### config.mk
export PLATFORM = sky130hd
export DESIGN_NAME = genpad_poll_scheduler
export DESIGN_NICKNAME = d
export VERILOG_FILES = /design/src/rtl/genpad_poll_scheduler.sv
export SDC_FILE = /design/constraint.sdc
export NUM_CORES = 1
export LEC_CHECK = 0
export ABC_AREA = 1
export BUFFER_PORTS_ARGS = -buffer_cell sky130_fd_sc_hd__buf_2
export CORE_UTILIZATION = 45
export DETAILED_ROUTE_END_ITERATION = 10
export GPL_TIMING_DRIVEN = 1
export PLACE_DENSITY_LB_ADDON = 0.15
export SLEW_MARGIN = 40
export SYNTH_ARGS = -nofsm -noshare
export SYNTH_HDL_FRONTEND = slang
export SYNTH_SLANG_ARGS = --single-unit
### constraint.sdc
create_clock -name iCLK -period 2.25 [get_ports iCLK]
set_clock_uncertainty 0.05 [all_clocks]
set_input_delay 0.5625 -clock iCLK [delete_from_list [all_inputs] [get_ports iCLK]]
set_output_delay 0.5625 -clock iCLK [all_outputs]
set_load 0.005 [all_outputs]
### src/rtl/genpad_poll_scheduler.sv
// ============================================================================
// Module   : genpad_poll_scheduler
// Purpose  : Drives SELECT for two Genesis/SMS pad ports, samples 8 phases per
//            port, detects pad type and publishes decoded 12-bit button words.
// Revision : 1.0 - initial release
// ============================================================================
`default_nettype none

module genpad_poll_scheduler #(
    parameter int PHASE_CYC     = 50,
    parameter int GUARD_CYC     = 100000,
    parameter int AUTO_POLL_CYC = 833333
) (
    input  logic        iCLK,
    input  logic        iRESET,
    input  logic        iPOLL,
    input  logic [5:0]  iGENPAD0,
    input  logic [5:0]  iGENPAD1,
    output logic [1:0]  oSELECT,
    output logic [11:0] oBUTTONS0,
    output logic [11:0] oBUTTONS1,
    output logic [1:0]  oTYPE0,
    output logic [1:0]  oTYPE1,
    output logic [1:0]  oVALID,
    output logic        oBUSY,
    output logic        oOVERRUN
);

    localparam int c_PH_W = (PHASE_CYC > 1) ? $clog2(PHASE_CYC) : 1;
    localparam int c_GD_W = ($clog2(GUARD_CYC + 1) > 0) ? $clog2(GUARD_CYC + 1) : 1;
    localparam int c_AU_W = ($clog2(AUTO_POLL_CYC + 1) > 0) ? $clog2(AUTO_POLL_CYC + 1) : 1;
    localparam logic [c_PH_W-1:0] c_PH_LAST = c_PH_W'(PHASE_CYC - 1);
    localparam logic [c_GD_W-1:0] c_GUARD   = c_GD_W'(GUARD_CYC);

    typedef enum logic [1:0] {
        S_IDLE   = 2'd0,
        S_PHASE  = 2'd1,
        S_COMMIT = 2'd2
    } state_t;

    state_t              state_q, state_d;
    logic                port_q, port_d;
    logic [2:0]          phase_q, phase_d;
    logic [c_PH_W-1:0]   cnt_q, cnt_d;
    logic [c_GD_W-1:0]   guard_q, guard_d;
    logic                pending_q, pending_d;
    logic                start_d;
    logic                sample_d;
    logic [5:0]          shadow_q [8];
    logic [11:0]         buttons0_q, buttons1_q;
    logic [1:0]          type0_q, type1_q;
    logic [1:0]          valid_q;
    logic                overrun_q;
    logic                w_tick;
    logic                w_req;
    logic                w_busy;
    logic [5:0]          w_lines;
    logic [11:0]         w_dec_btn;
    logic [1:0]          w_dec_type;

    // Free-running auto-poll divider; absent entirely when disabled.
    generate
        if (AUTO_POLL_CYC > 0) begin : g_auto
            localparam logic [c_AU_W-1:0] c_AU_LAST = c_AU_W'(AUTO_POLL_CYC - 1);
            logic [c_AU_W-1:0] auto_q;
            always_ff @(posedge iCLK) begin
                if (iRESET) begin
                    auto_q <= '0;
                end else if (auto_q == c_AU_LAST) begin
                    auto_q <= '0;
                end else begin
                    auto_q <= auto_q + 1'b1;
                end
            end
            assign w_tick = (auto_q == c_AU_LAST);
        end else begin : g_no_auto
            assign w_tick = 1'b0;
        end
    endgenerate

    assign w_busy  = (state_q != S_IDLE);
    assign w_req   = iPOLL | w_tick;
    assign w_lines = port_q ? iGENPAD1 : iGENPAD0;

    always_comb begin
        state_d   = state_q;
        port_d    = port_q;
        phase_d   = phase_q;
        cnt_d     = cnt_q;
        guard_d   = (guard_q != '0) ? guard_q - 1'b1 : guard_q;
        start_d   = 1'b0;
        sample_d  = 1'b0;
        case (state_q)
            S_IDLE: begin
                if (pending_q && (guard_q == '0)) begin
                    start_d = 1'b1;
                    state_d = S_PHASE;
                    port_d  = 1'b0;
                    phase_d = 3'd0;
                    cnt_d   = '0;
                end
            end
            S_PHASE: begin
                if (cnt_q == c_PH_LAST) begin
                    sample_d = 1'b1;
                    cnt_d    = '0;
                    if (phase_q == 3'd7) begin
                        state_d = S_COMMIT;
                    end else begin
                        phase_d = phase_q + 3'd1;
                    end
                end else begin
                    cnt_d = cnt_q + 1'b1;
                end
            end
            S_COMMIT: begin
                if (!port_q) begin
                    port_d  = 1'b1;
                    phase_d = 3'd0;
                    cnt_d   = '0;
                    state_d = S_PHASE;
                end else begin
                    guard_d = c_GUARD;
                    state_d = S_IDLE;
                end
            end
            default: begin
                state_d = S_IDLE;
            end
        endcase
        pending_d = (pending_q & ~start_d) | w_req;
    end

    // Samples are active low; the raw ph1/ph5 patterns identify the pad type.
    always_comb begin
        logic [5:0] p0;
        logic [5:0] p1;
        logic [5:0] p6;
        p0 = ~shadow_q[0];
        p1 = ~shadow_q[1];
        p6 = ~shadow_q[6];
        w_dec_btn  = {4'b0000, p1[5], p0[5], p0[4], p1[4], p0[3:0]};
        w_dec_type = 2'b01;
        if (shadow_q[1][1:0] != 2'b00) begin
            w_dec_type = 2'b00;
            w_dec_btn  = {5'b00000, p0[5], p0[4], 1'b0, p0[3:0]};
        end else if (shadow_q[5][3:0] == 4'b0000) begin
            w_dec_type      = 2'b10;
            w_dec_btn[11:8] = p6[3:0];
        end
    end

    always_ff @(posedge iCLK) begin
        if (sample_d) begin
            shadow_q[phase_q] <= w_lines;
        end
    end

    always_ff @(posedge iCLK) begin
        if (iRESET) begin
            state_q    <= S_IDLE;
            port_q     <= 1'b0;
            phase_q    <= 3'd0;
            cnt_q      <= '0;
            guard_q    <= c_GUARD;
            pending_q  <= 1'b0;
            buttons0_q <= '0;
            buttons1_q <= '0;
            type0_q    <= 2'b01;
            type1_q    <= 2'b01;
            valid_q    <= 2'b00;
            overrun_q  <= 1'b0;
        end else begin
            state_q   <= state_d;
            port_q    <= port_d;
            phase_q   <= phase_d;
            cnt_q     <= cnt_d;
            guard_q   <= guard_d;
            pending_q <= pending_d;
            overrun_q <= w_req & (pending_q | w_busy);
            valid_q   <= 2'b00;
            if (state_q == S_COMMIT) begin
                valid_q[port_q] <= 1'b1;
                if (!port_q) begin
                    buttons0_q <= w_dec_btn;
                    type0_q    <= w_dec_type;
                end else begin
                    buttons1_q <= w_dec_btn;
                    type1_q    <= w_dec_type;
                end
            end
        end
    end

    always_comb begin
        oSELECT = 2'b11;
        if (state_q == S_PHASE) begin
            oSELECT[port_q] = ~phase_q[0];
        end
    end

    assign oBUTTONS0 = buttons0_q;
    assign oBUTTONS1 = buttons1_q;
    assign oTYPE0    = type0_q;
    assign oTYPE1    = type1_q;
    assign oVALID    = valid_q;
    assign oBUSY     = w_busy;
    assign oOVERRUN  = overrun_q;

endmodule

`default_nettype wire

==> metrics.md, run 1 <==
| Metric | Value |
|---|---|
| DRT iter0 DRCs | `144` |
| # DRC | `0` |
| YS warnings | `0` |
| Total grt overflow | `0` |
| CTS sink count | `99` |
| First-pass DRT Iterations | `5` |
| Post-Synthesis Net Count | `580` |
| Final Util | `0.5328` |
| CP cell instances | `inv_1, nand2_1, nor2_1, nand2_1, buf_2` |
| Antenna Nets Post-Route | `0` |
| Area growth, synth to finish | `13.19%` |
| CTS root buffer | `clkbuf_8` |
| Sw Pwr | `889.9 uW` |
| PwrDens | `650.2 nW/um^2` |
| Clock transition at the registers of the reported paths | `0.11 ns` |
| RSZ-0062 raised after global routing | `false` |
| Inserted Clock Buffers | `9` |
| Async set-reset flop share out of synthesis | `0` |
| CP max stage delay | `0.37 ns` |
| Critical Path RT | `1.64 ns` |
| Clock Latency Late Sink | `0.36 ns` |
| Switching share of power | `0.2741` |
| Nets | `634` |
| Initial core utilization | `0.4708` |
| Critical-path top delay cell | `dfxtp_1` |
| CTS Hold Bufs | `0` |
| CP dominant cell by count | `nand2_1` |
| N_diodes | `0` |
| Synth top area share | `0.3676` |
| Die X | `101.0 um` |
| Cell-internal power | `2357 uW` |
| Final wirelength | `9385 um` |
| Fin. max-slew vios | `0` |
| First-pass GRT wire length | `15690 um` |
| Worst hold path class | `reg2reg` |
| Crit-path max FO | `5` |
| Die height | `101.0 um` |
| Die area | `10200 um^2` |
| Final period util | `0.8715` |
| Finished Cell Area | `4994 um^2` |
| Cell taking the most area after synthesis | `dfxtp_1` |
| Placement Setup Slack | `0.3810 ns` |
| Top FF cell, synth | `dfxtp_1` |
| Filler cell count | `941` |
| Io pins | `49` |
| Port buffer count | `48` |
| CTS tree | `yes` |
| Placed Area | `4790 um^2` |
| Peak VDD IR | `0.3140 mV` |
| CP Class | `reg2out` |
| TNS Setup | `0 ns` |
| EDFF count, synth | `18` |
| F_max | `510.0 MHz` |
| GR Util All Layers | `0.1971` |
| Post-CTS Setup Inserts | `0` |
| Ratio of cells with drive above 1 in the final layout | `0.1705` |
| Clock Power Share | `0.349` |
| Final critical-path required period | `1.961 ns` |
| H-tree depth | `3` |
| Number of global-route vias before repair | `3369` |
| Worst Path Buf+Inv | `2` |
| Register area share after synthesis | `0.4901` |
| Fin worst setup slack | `0.2891 ns` |
| Combinational share of power | `0.074` |
| Largest net degree at the start of global routing | `21` |
| # rows | `35` |
| Setup crit start kind | `register` |
| Mapped Avg Cell Area | `7.921 um^2` |
| Max_cap viols | `0` |
| Worst-Margin Slew | `0.5908 ns` |
| Post-DR wirelength/cell | `12.60 um` |
| Leak | `0.002038 uW` |
| Synth area leaders | `dfxtp_1, edfxtp_1, nand2_1, nor2_1, inv_1` |
| Max Root-Sink Buffers | `2` |
| Post-detail-place hpwl | `7129 um` |
| CP Capture Type | `output pin` |
| Antenna violations before repair | `0` |
| Synthesized cell area | `4412 um^2` |
| Via Count | `3638` |
| Post-cts sizing count | `0` |
| Max-slew headroom | `0.6031` |
| Cells after Synth | `557` |
| Status | `complete, no violations` |
| Final Setup Violations | `0` |
| Worst EP arrival | `1.35 ns` |
| Hold Fails Final Rpt | `0` |
| Number of synthesized register bits | `99` |
| Routability cong. | `0.8080` |
| Post-synth cell types | `36` |
| Core footprint | `9371 um^2` |
| Seq pwr share | `0.578` |
| Top delay family on crit path | `simple AND/OR/NAND/NOR gates` |
| Vias per cell | `4.883` |
logic make-up after synthesis:
| logic type | count (synthesis) | synth area share |
|---|---|---|
| and+or+nand+nor | 291 | 0.3049 |
| AOI/OAI and AO/OA | 80 | 0.09728 |
| adders and majority gates | 8 | 0.02269 |
| buffers and inverters | 68 | 0.06324 |
| xor gates and xnor gates | 11 | 0.02184 |
| DFF | 99 | 0.4901 |
worst paths after layout:
check | from | endpoint | slack (ns) | depth (start not counted)
min | shadow_q[0][2]$_DFFE_PP_ | oBUTTONS0[2]$_SDFFE_PP0P_ | 0.40 | 1
max | state_q[1]$_SDFFE_PP0P_ | oSELECT[0] | 0.29 | 5
max reg2reg | cnt_q[0]$_SDFFE_PP0P_ | shadow_q[6][1]$_DFFE_PP_ | 0.44 | 5
min reg2reg | shadow_q[0][2]$_DFFE_PP_ | oBUTTONS0[2]$_SDFFE_PP0P_ | 0.40 | 1
worst register-to-register path, cell delays in order, from the launching register on:
cell     delay [ns]
dfxtp_1        0.41
ha_1           0.19
nand3_2        0.10
nor2_4         0.14
nand2_1        0.09
nor3_1         0.47
synthesized netlist by cell type, types with 3 or more instances:
cell type  instances
nand2_1          131
dfxtp_1           81
nor2_1            73
inv_1             55
a21oi_1           38
o21ai_0           31
nand3_1           29
edfxtp_1          18
nor3_1             9
xor2_1             9
ha_1               8
nor2_4             7
or2_2              7
nand2_2            6
nand3b_1           5
nand4_1            5
nor2_2             5
o211ai_1           5
or2_0              4
buf_2              3
buf_4              3
inv_2              3
nor4_1             3
registers in the layout, summed over array words and instances (netlist names):
signal	cells
g_auto.auto_q	20
shadow_q	18
guard_q	17
oBUTTONS0	12
oBUTTONS1	12
cnt_q	6
phase_q	3
oTYPE0	2
oTYPE1	2
oVALID	2
state_q	2
oOVERRUN	1
pending_q	1
port_q	1
cell type report:
type	instances	area, um^2	share of cell area
clock inverters	7	80.08	0.01604
repair buffers	53	277.8	0.05563
flip-flops and latches	99	2162	0.4330
well taps	129	161.4	0.03232
multi-input cells	390	1971	0.3946
inverters	58	217.7	0.04360
clock buffers	9	123.9	0.02481
power groups by stage:
stage                     Sequential, uW  Clock [uW]  Combinational (uW)
final                               1880        1130                 239
after CTS                           1870        1170                 239
after global placement              1910           0                 236
after detailed placement            1910           0                 238
after global routing                1880        1240                 276
after floorplan                     1910           0                 177
metrics by stage:
step / instances / hold WS, ns / total power, uW
2_1_floorplan: 557 / 0.3680 / 2083
3_3_place_gp: 729 / 0.3880 / 2149
3_5_place_dp: 729 / 0.3976 / 2152
4_1_cts: 745 / 0.4128 / 3284
5_1_grt: 745 / 0.4299 / 3399
6_report: 745 / 0.4039 / 3247
cells in the final DEF, fill, tap and decap left out, types with 8 or more instances in the layout:
cell type  count
nand2_1      131
dfxtp_1       81
nor2_1        73
inv_1         55
buf_2         48
a21oi_1       38
o21ai_0       31
nand3_1       29
edfxtp_1      18
nor3_1         9
xor2_1         9
clkbuf_8       9
ha_1           8
per-layer routing:
layer / part of all wire / wire length (um) / vias up / track usage
li1: - / - / 1907 / -
met3: 0.037 / 345 / 7 / 0.04508
met4: 0.0087 / 82 / 0 / 0.04571
met1: 0.49 / 4586 / 1660 / 0.2636
met2: 0.47 / 4370 / 64 / 0.3240
met5: 0 / 0 / - / 0
Power figures use the tool's default switching activity.
==> run 2, diff against run 1 <==
Settings changed: CORE_UTILIZATION 45 to 35.
Clock period 2.25 ns to 1.7 ns, I/O delays scaled along.
==> run 2 against run 1 <==
  * Non-clock buffer count increased by 15
  * Global-route usage decreased by 3.1 points
  * Count of clock-buffer cells in the layout unchanged
  * Sequential share of layout area decreased by 2.8 points
  * Utilization decreased by 9.2 points
  * Cell count increased by 7.2%
  * Critical path type unchanged
  * Via count increased by 1.6%
  * Design area increased by 7.4%
  * Sequential power increased by 32%
  * Total power increased by 48%
  * Critical endpoint unchanged
==> metrics.md, run 2 (synthesis results as in run 1) <==
| Metric | Value |
|---|---|
| Status | `complete, no violations (unchanged)` |
| Largest regs | `g_auto.auto_q x20, shadow_q x18, guard_q x17 (unchanged)` |
| Final Setup Violations | `0 (unchanged)` |
| Largest net degree at the start of global routing | `21 (unchanged)` |
| Initial core utilization | `0.3628 (was 0.4708)` |
| Placed Area | `4946 um^2 (was 4790 um^2)` |
| Most frequent cells in the layout | `nand2_1, dfxtp_1, nor2_1 (unchanged)` |
| Reg-to-Reg End | `cnt_q[1]$_SDFFE_PP0P_ (was shadow_q[6][1]$_DFFE_PP_)` |
| Filler cell count | `1225 (was 941)` |
| First-pass DRT Iterations | `4 (was 5)` |
| Post-detail-place hpwl | `7405 um (was 7129 um)` |
| Number of global-route vias before repair | `3543 (was 3369)` |
| Vias per cell | `4.626 (was 4.883)` |
| Max reg flops | `20 (unchanged)` |
| Leak | `0.002187 uW (was 0.002038 uW)` |
| PwrDens | `896.7 nW/um^2 (was 650.2 nW/um^2)` |
| Io pins | `49 (unchanged)` |
| Final wirelength | `10030 um (was 9385 um)` |
| FF-to-FF setup slack | `0.08 ns (was 0.44 ns)` |
| Top delay family on crit path | `buffers and inverters (was simple AND/OR/NAND/NOR gates)` |
| Clock Latency Late Sink | `0.35 ns (was 0.36 ns)` |
| DRT iter0 DRCs | `119 (was 144)` |
| CTS tree | `yes (unchanged)` |
| Antenna Nets Post-Route | `0 (unchanged)` |
| CP Capture Type | `output pin (unchanged)` |
| Post-DR wirelength/cell | `12.55 um (was 12.60 um)` |
| Setup crit start kind | `register (unchanged)` |
| N_diodes | `0 (unchanged)` |
| Worst-Margin Slew | `0.6666 ns (was 0.5908 ns)` |
| # rows | `40 (was 35)` |
| Final period util | `0.9572` |
| Crit-path max FO | `7 (was 5)` |
| Routability cong. | `0.7603 (was 0.8080)` |
| H-tree depth | `3 (unchanged)` |
| Biggest register | `g_auto.auto_q (unchanged)` |
| Clock transition at the registers of the reported paths | `0.07 ns (was 0.11 ns)` |
| Via Count | `3696 (was 3638)` |
| Port buffer count | `48 (unchanged)` |
| CP cell instances | `inv_2, buf_4, nand2_1, buf_2 (was inv_1, nand2_1, nor2_1, nand2_1, buf_2)` |
| Ratio of cells with drive above 1 in the final layout | `0.2282 (was 0.1705)` |
| Critical-path top delay cell | `dfxtp_1 (unchanged)` |
| Die height | `114.3 um (was 101.0 um)` |
| Reg2reg path depth | `11 (was 5)` |
| Hold depth | `3 (was 1)` |
| Final critical-path required period | `1.627 ns` |
| Inserted Clock Buffers | `9 (unchanged)` |
| Worst Hold Path EP | `shadow_q[0][5]$_DFFE_PP_ (was oBUTTONS0[2]$_SDFFE_PP0P_)` |
| Max Root-Sink Buffers | `2 (unchanged)` |
| Die area | `13060 um^2 (was 10200 um^2)` |
| # DRC | `0 (unchanged)` |
| GR Util All Layers | `0.1660 (was 0.1971)` |
| Commonest non-fill, non-tap cell in the layout | `nand2_1 (unchanged)` |
| CTS root buffer | `clkbuf_16 (was clkbuf_8)` |
| F_max | `614.6 MHz` |
| Peak VDD IR | `0.5126 mV (was 0.3140 mV)` |
| CP Class | `reg2out (unchanged)` |
| CP max stage delay | `0.32 ns (was 0.37 ns)` |
| Antenna violations before repair | `0 (unchanged)` |
| Nets | `649 (was 634)` |
| Worst EP arrival | `1.15 ns (was 1.35 ns)` |
| Total grt overflow | `0 (unchanged)` |
| Hold Fails Final Rpt | `0 (unchanged)` |
| Finished Cell Area | `5365 um^2 (was 4994 um^2)` |
| Total Power | `4811 uW (was 3247 uW)` |
| Fin. max-slew vios | `0 (unchanged)` |
| Die X | `114.3 um (was 101.0 um)` |
| Core footprint | `12160 um^2 (was 9371 um^2)` |
| Max-slew headroom | `0.5509 (was 0.6031)` |
| Min-Delay Startpoint | `iGENPAD0[5] (was shadow_q[0][2]$_DFFE_PP_)` |
| Area growth, synth to finish | `21.61% (was 13.19%)` |
| Worst hold path class | `in2reg (was reg2reg)` |
| RR Startpoint | `guard_q[0]$_SDFF_PP0_ (was cnt_q[0]$_SDFFE_PP0P_)` |
| Max_cap viols | `0 (unchanged)` |
| CTS sink count | `99 (unchanged)` |
| Critical Path RT | `1.22 ns (was 1.64 ns)` |
| First-pass GRT wire length | `16740 um (was 15690 um)` |
| Worst Path Buf+Inv | `3 (was 2)` |
==> run 2: cell types whose count changed in the layout (fill, tap and decap cells not counted), moves of 3 or more <==
| cell | previous run | this run |
|---|---|---|
| buf_4 | 5 | 18 |
| clkbuf_16 | 0 | 9 |
| clkbuf_8 | 9 | 0 |
| nand2_1 | 131 | 123 |
| dfxtp_1 | 81 | 76 |
| dfxtp_2 | 0 | 4 |
| inv_1 | 55 | 51 |
| nand2_2 | 6 | 10 |
| nor2_1 | 73 | 69 |
| nand2_4 | 2 | 5 |
| nor2_2 | 5 | 8 |
==> run 2: final cells by class <==
| cell class | instances | area, um^2 | share of cell area |
|---|---|---|---|
| tap | 168 | 210.2 | 0.03918 |
| clock buffer | 9 | 225.2 | 0.04198 |
| clock inverter | 7 | 57.56 | 0.01073 |
| timing repair buffer | 68 | 415.4 | 0.07743 |
| inverter | 58 | 222.7 | 0.04151 |
| multi-input combinational | 390 | 2063 | 0.3846 |
| sequential | 99 | 2171 | 0.4046 |
==> run 2: routing by layer <==
layer,part of all wire,track usage,vias to the layer above,wire length (um)
met5,0,0,-,0
met4,0.019,0.07619,0,191
met3,0.036,0.03176,15,366
met2,0.47,0.2699,57,4711
met1,0.47,0.2133,1687,4760
li1,-,-,1937,-
==> run 2: power breakdown <==
part / internal, uW / switching, uW / leakage [uW]
sequential: 2430 / 52.3 / 0.000819
clock: 1020 / 942 / 0.000136
combinational: 129 / 240 / 0.00123
==> run 2: tightest hold or removal path: stages <==
cell	delay, ns
buf_2	0.07
nand2_1	0.04
nand2_1	0.07
==> run 2: through the flow <==
| step | util | setup slack (ns) | hold slack (ns) | std cells | TNS, ns |
|---|---|---|---|---|---|
| after floorplan | - | 0.1388 | 0.3680 | 557 | 0 |
| after global placement | 0.4067 | 0.05354 | 0.3882 | 779 | 0 |
| after detailed placement | 0.4067 | 0.04160 | 0.3904 | 779 | 0 |
| after CTS | 0.4321 | 0.01801 | 0.3056 | 797 | 0 |
| after global routing | 0.4412 | -0.01763 | 0.3370 | 799 | -0.02820 |
| final | 0.4412 | 0.07280 | 0.3204 | 799 | 0 |
==> run 2: repair_timing <==
item,in CTS,in global routing
hold buffers,0,0
pin swaps,1,5
endpoints found under the setup margin,2,54
resized for setup,5,30
buffers inserted,2,2
==> run 2: how the worst max path moves through the flow <==
stage | cells past startpoint | from | end
2_1_floorplan | 5 | cnt_q[0]$_SDFFE_PP0P_ | shadow_q[5][0]$_DFFE_PP_
3_3_place_gp | 6 | cnt_q[0]$_SDFFE_PP0P_ | shadow_q[5][2]$_DFFE_PP_
3_5_place_dp | 11 | guard_q[0]$_SDFF_PP0_ | cnt_q[1]$_SDFFE_PP0P_
4_1_cts | 11 | guard_q[0]$_SDFF_PP0_ | cnt_q[1]$_SDFFE_PP0P_
5_1_grt | 6 | guard_q[3]$_SDFF_PP0_ | guard_q[9]$_SDFF_PP1_
6_report | 4 | port_q$_SDFFE_PP0P_ | oSELECT[0]
==> run 3, diff against run 2 <==
Settings changed: ABC_AREA 1 to not set.
==> run 3 against run 2 <==
  * Cell count fell by 10%
  * Combinational power shrank 14%
  * Critical path depth did not move
  * The flow now finishes with violations (negative setup slack)
  * Critical path type is now reg2reg
  * Register-to-register slack worse by 0.18 ns
==> metrics.md, run 3 <==
| Metric | Value |
|---|---|
| CTS root buffer | `clkbuf_16 (unchanged)` |
| First-pass GRT wire length | `17170 um (was 16740 um)` |
| First-pass DRT Iterations | `4 (unchanged)` |
| Final wirelength | `10760 um (was 10030 um)` |
| Post-Synthesis Net Count | `468 (was 580)` |
| Max reg flops | `20 (unchanged)` |
| Fin. max-slew vios | `0 (unchanged)` |
| Max Root-Sink Buffers | `2 (unchanged)` |
| Worst hold path class | `in2reg (unchanged)` |
| F_max | `556.2 MHz (was 614.6 MHz)` |
| Inserted Clock Buffers | `9 (unchanged)` |
| CTS sink count | `99 (unchanged)` |
| Ratio of cells with drive above 1 in the final layout | `0.4167 (was 0.2282)` |
| CP dominant cell by count | `or3_4` |
| CP Class | `reg2reg (was reg2out)` |
| Status | `finished, violations left (was complete, no violations)` |
| Max-slew headroom | `0.6892 (was 0.5509)` |
| Nets | `595 (was 649)` |
| YS warnings | `0 (unchanged)` |
| Most common cell in the netlist | `dfxtp_1 (was nand2_1)` |
| Async set-reset flop share out of synthesis | `0 (unchanged)` |
| Critical-path top delay cell | `or4_4 (was dfxtp_1)` |
| CTS tree | `yes (unchanged)` |
| Clock Latency Late Sink | `0.35 ns (about the same)` |
| Total grt overflow | `0 (unchanged)` |
| Final period util | `1.058 (was 0.9572)` |
| Antenna Nets Post-Route | `0 (unchanged)` |
| Core footprint | `11660 um^2 (was 12160 um^2)` |
| Synth top area share | `0.3802 (was 0.3676)` |
| Die height | `112.4 um (was 114.3 um)` |
| N_diodes | `0 (unchanged)` |
| Hold Fails Final Rpt | `0 (unchanged)` |
| Final critical-path required period | `1.798 ns (was 1.627 ns)` |
| Post-detail-place hpwl | `7841 um (was 7405 um)` |
| Synth area leaders | `dfxtp_1, edfxtp_1, nand2_1, nor2_1, a21oi_1 (was dfxtp_1, edfxtp_1, nand2_1, nor2_1, inv_1)` |
| Clock transition at the registers of the reported paths | `0.06 ns (was 0.07 ns)` |
| CP Capture Type | `register (was output pin)` |
| Total Power | `4706 uW (was 4811 uW)` |
| # rows | `39 (was 40)` |
| Worst Path Buf+Inv | `0 (was 3)` |
| Final Util | `0.5110 (was 0.4412)` |
| Initial core utilization | `0.3657 (was 0.3628)` |
| Worst EP arrival | `2.03 ns (was 1.15 ns)` |
| Top delay family on crit path | `simple AND/OR/NAND/NOR gates (was buffers and inverters)` |
| Inst Count DP | `692 (was 779)` |
| Port buffer count | `48 (unchanged)` |
| CTS Hold Bufs | `0 (unchanged)` |
| Number of global-route vias before repair | `3477 (was 3543)` |
| Register area share after synthesis | `0.5069 (was 0.4901)` |
| Crit-path max FO | `4 (was 7)` |
| Die area | `12630 um^2 (was 13060 um^2)` |
| Non-filler cells, final | `719 (was 799)` |
| Post-DR wirelength/cell | `14.96 um (was 12.55 um)` |
| Biggest register | `g_auto.auto_q (unchanged)` |
| Failing checks | `negative setup slack` |
| Post-synth cell types | `53 (was 36)` |
| Routability cong. | `0.7997 (was 0.7603)` |
| Cells after Synth | `445 (was 557)` |
| Largest net degree at the start of global routing | `19 (was 21)` |
| H-tree depth | `3 (unchanged)` |
| Critical Path RT | `1.94 ns (was 1.22 ns)` |
| Post-synth top cells | `dfxtp_1, nand2_1, nor2_1, a21oi_1, edfxtp_1 (was nand2_1, dfxtp_1, nor2_1, inv_1, a21oi_1)` |
| Antenna violations before repair | `0 (unchanged)` |
| DRT iter0 DRCs | `182 (was 119)` |
| Vias per cell | `5.146 (was 4.626)` |
| Max_cap viols | `0 (unchanged)` |
| Top FF cell, synth | `dfxtp_1 (unchanged)` |
| CP max stage delay | `0.54 ns (was 0.32 ns)` |
| Die X | `112.4 um (was 114.3 um)` |
| EDFF count, synth | `18 (unchanged)` |
| Most frequent cells in the layout | `buf_4, dfxtp_1, buf_2 (was nand2_1, dfxtp_1, nor2_1)` |
| RSZ-0062 raised after global routing | `true` |
| Cell taking the most area after synthesis | `dfxtp_1 (unchanged)` |
| PwrDens | `789.7 nW/um^2 (was 896.7 nW/um^2)` |
| Setup crit start kind | `register (unchanged)` |
| Area growth, synth to finish | `39.72% (was 21.61%)` |
| Leak | `0.002211 uW (was 0.002187 uW)` |
| # DRC | `0 (unchanged)` |
| Via Count | `3700 (was 3696)` |
| CP cell instances | `or4_4, or3_4, or3_4, a21oi_2 (was inv_2, buf_4, nand2_1, buf_2)` |
| Worst-Margin Slew | `0.4620 ns (was 0.6666 ns)` |
| Commonest non-fill, non-tap cell in the layout | `buf_4 (was nand2_1)` |
| Largest regs | `g_auto.auto_q x20, shadow_q x18, guard_q x17 (unchanged)` |
| Mapped Avg Cell Area | `9.585 um^2 (was 7.921 um^2)` |
| Io pins | `49 (unchanged)` |
| Peak VDD IR | `0.5465 mV (was 0.5126 mV)` |
| GR Util All Layers | `0.1740 (was 0.1660)` |
| Fin worst setup slack | `-0.09803 ns (was 0.07280 ns)` |
| Final Setup Violations | `11 (was 0)` |
| Number of synthesized register bits | `99 (unchanged)` |
| Synthesized cell area | `4265 um^2 (was 4412 um^2)` |
## run 3: layout make-up
type / instances / area (um^2)
fill: 1046 / 5703
multi-input combinational: 310 / 2307
tap: 143 / 178.9
timing repair buffer: 136 / 945.9
sequential: 99 / 2188
inverter: 16 / 65.06
clock inverter: 1 / 8.758
clock buffer: 14 / 265.3
## run 3: cell families after synthesis
logic type                 share of synthesized area
xor gates and xnor gates                     0.02875
AOI/OAI and AO/OA                             0.1379
DFF                                           0.5069
buffers and inverters                        0.03344
muxes                                        0.01819
and+or+nand+nor                               0.2514
adders and majority gates                    0.02347
## run 3: final timing paths
path	from	to	slack [ns]	cells after the start
min	iPOLL	pending_q$_SDFF_PP0_	0.32	3
min reg2reg	oTYPE1[1]$_SDFFE_PP0P_	oTYPE1[1]$_SDFFE_PP0P_	0.40	2
max reg2reg	shadow_q[5][1]$_DFFE_PP_	oBUTTONS0[8]$_SDFFE_PP0P_	-0.1	4
max	shadow_q[5][1]$_DFFE_PP_	oBUTTONS0[8]$_SDFFE_PP0P_	-0.1	4
## run 3: worst register-to-register path: cells and delay by family (launching register included)
| kind | cells | cell delay, ns |
|---|---|---|
| and+or+nand+nor | 3 | 1.23 |
| DFF | 1 | 0.36 |
| AOI/OAI and AO/OA | 1 | 0.11 |
## run 3: through the flow
stage          TNS, ns  hold slack, ns  cell area [um^2]  setup WS, ns
6_report       -0.5877          0.3247              5959      -0.09803
5_1_grt         -1.853          0.3328              5959       -0.1809
4_1_cts        -0.7415          0.3122              5700      -0.09883
3_5_place_dp    -2.530          0.3896              5304       -0.1576
3_3_place_gp    -1.496          0.3857              5304      -0.09349
2_1_floorplan  -0.6101          0.3763              4407       -0.1082
## run 3: metal layers
metal	track usage	part of all wire	up-vias	wire length, um
met3	0.04914	0.039	10	416
met2	0.2795	0.47	51	5089
met5	0	0	-	0
met4	0.04356	0.012	0	125
li1	-	-	1871	-
met1	0.2310	0.48	1768	5126
## run 3: repair_timing
| item | CTS | global route |
|---|---|---|
| pin swaps | 15 | 22 |
| endpoints found under the setup margin | 45 | 62 |
| buffers inserted | 5 | 8 |
| resized for setup | 22 | 57 |
## run 3: report_power, final
| part | leakage, uW | total, uW | internal (uW) | switching (uW) |
|---|---|---|---|---|
| clock | 0.000136 | 1930 | 1080 | 851 |
| sequential | 0.000823 | 2460 | 2420 | 43.1 |
| combinational | 0.00125 | 316 | 158 | 158 |
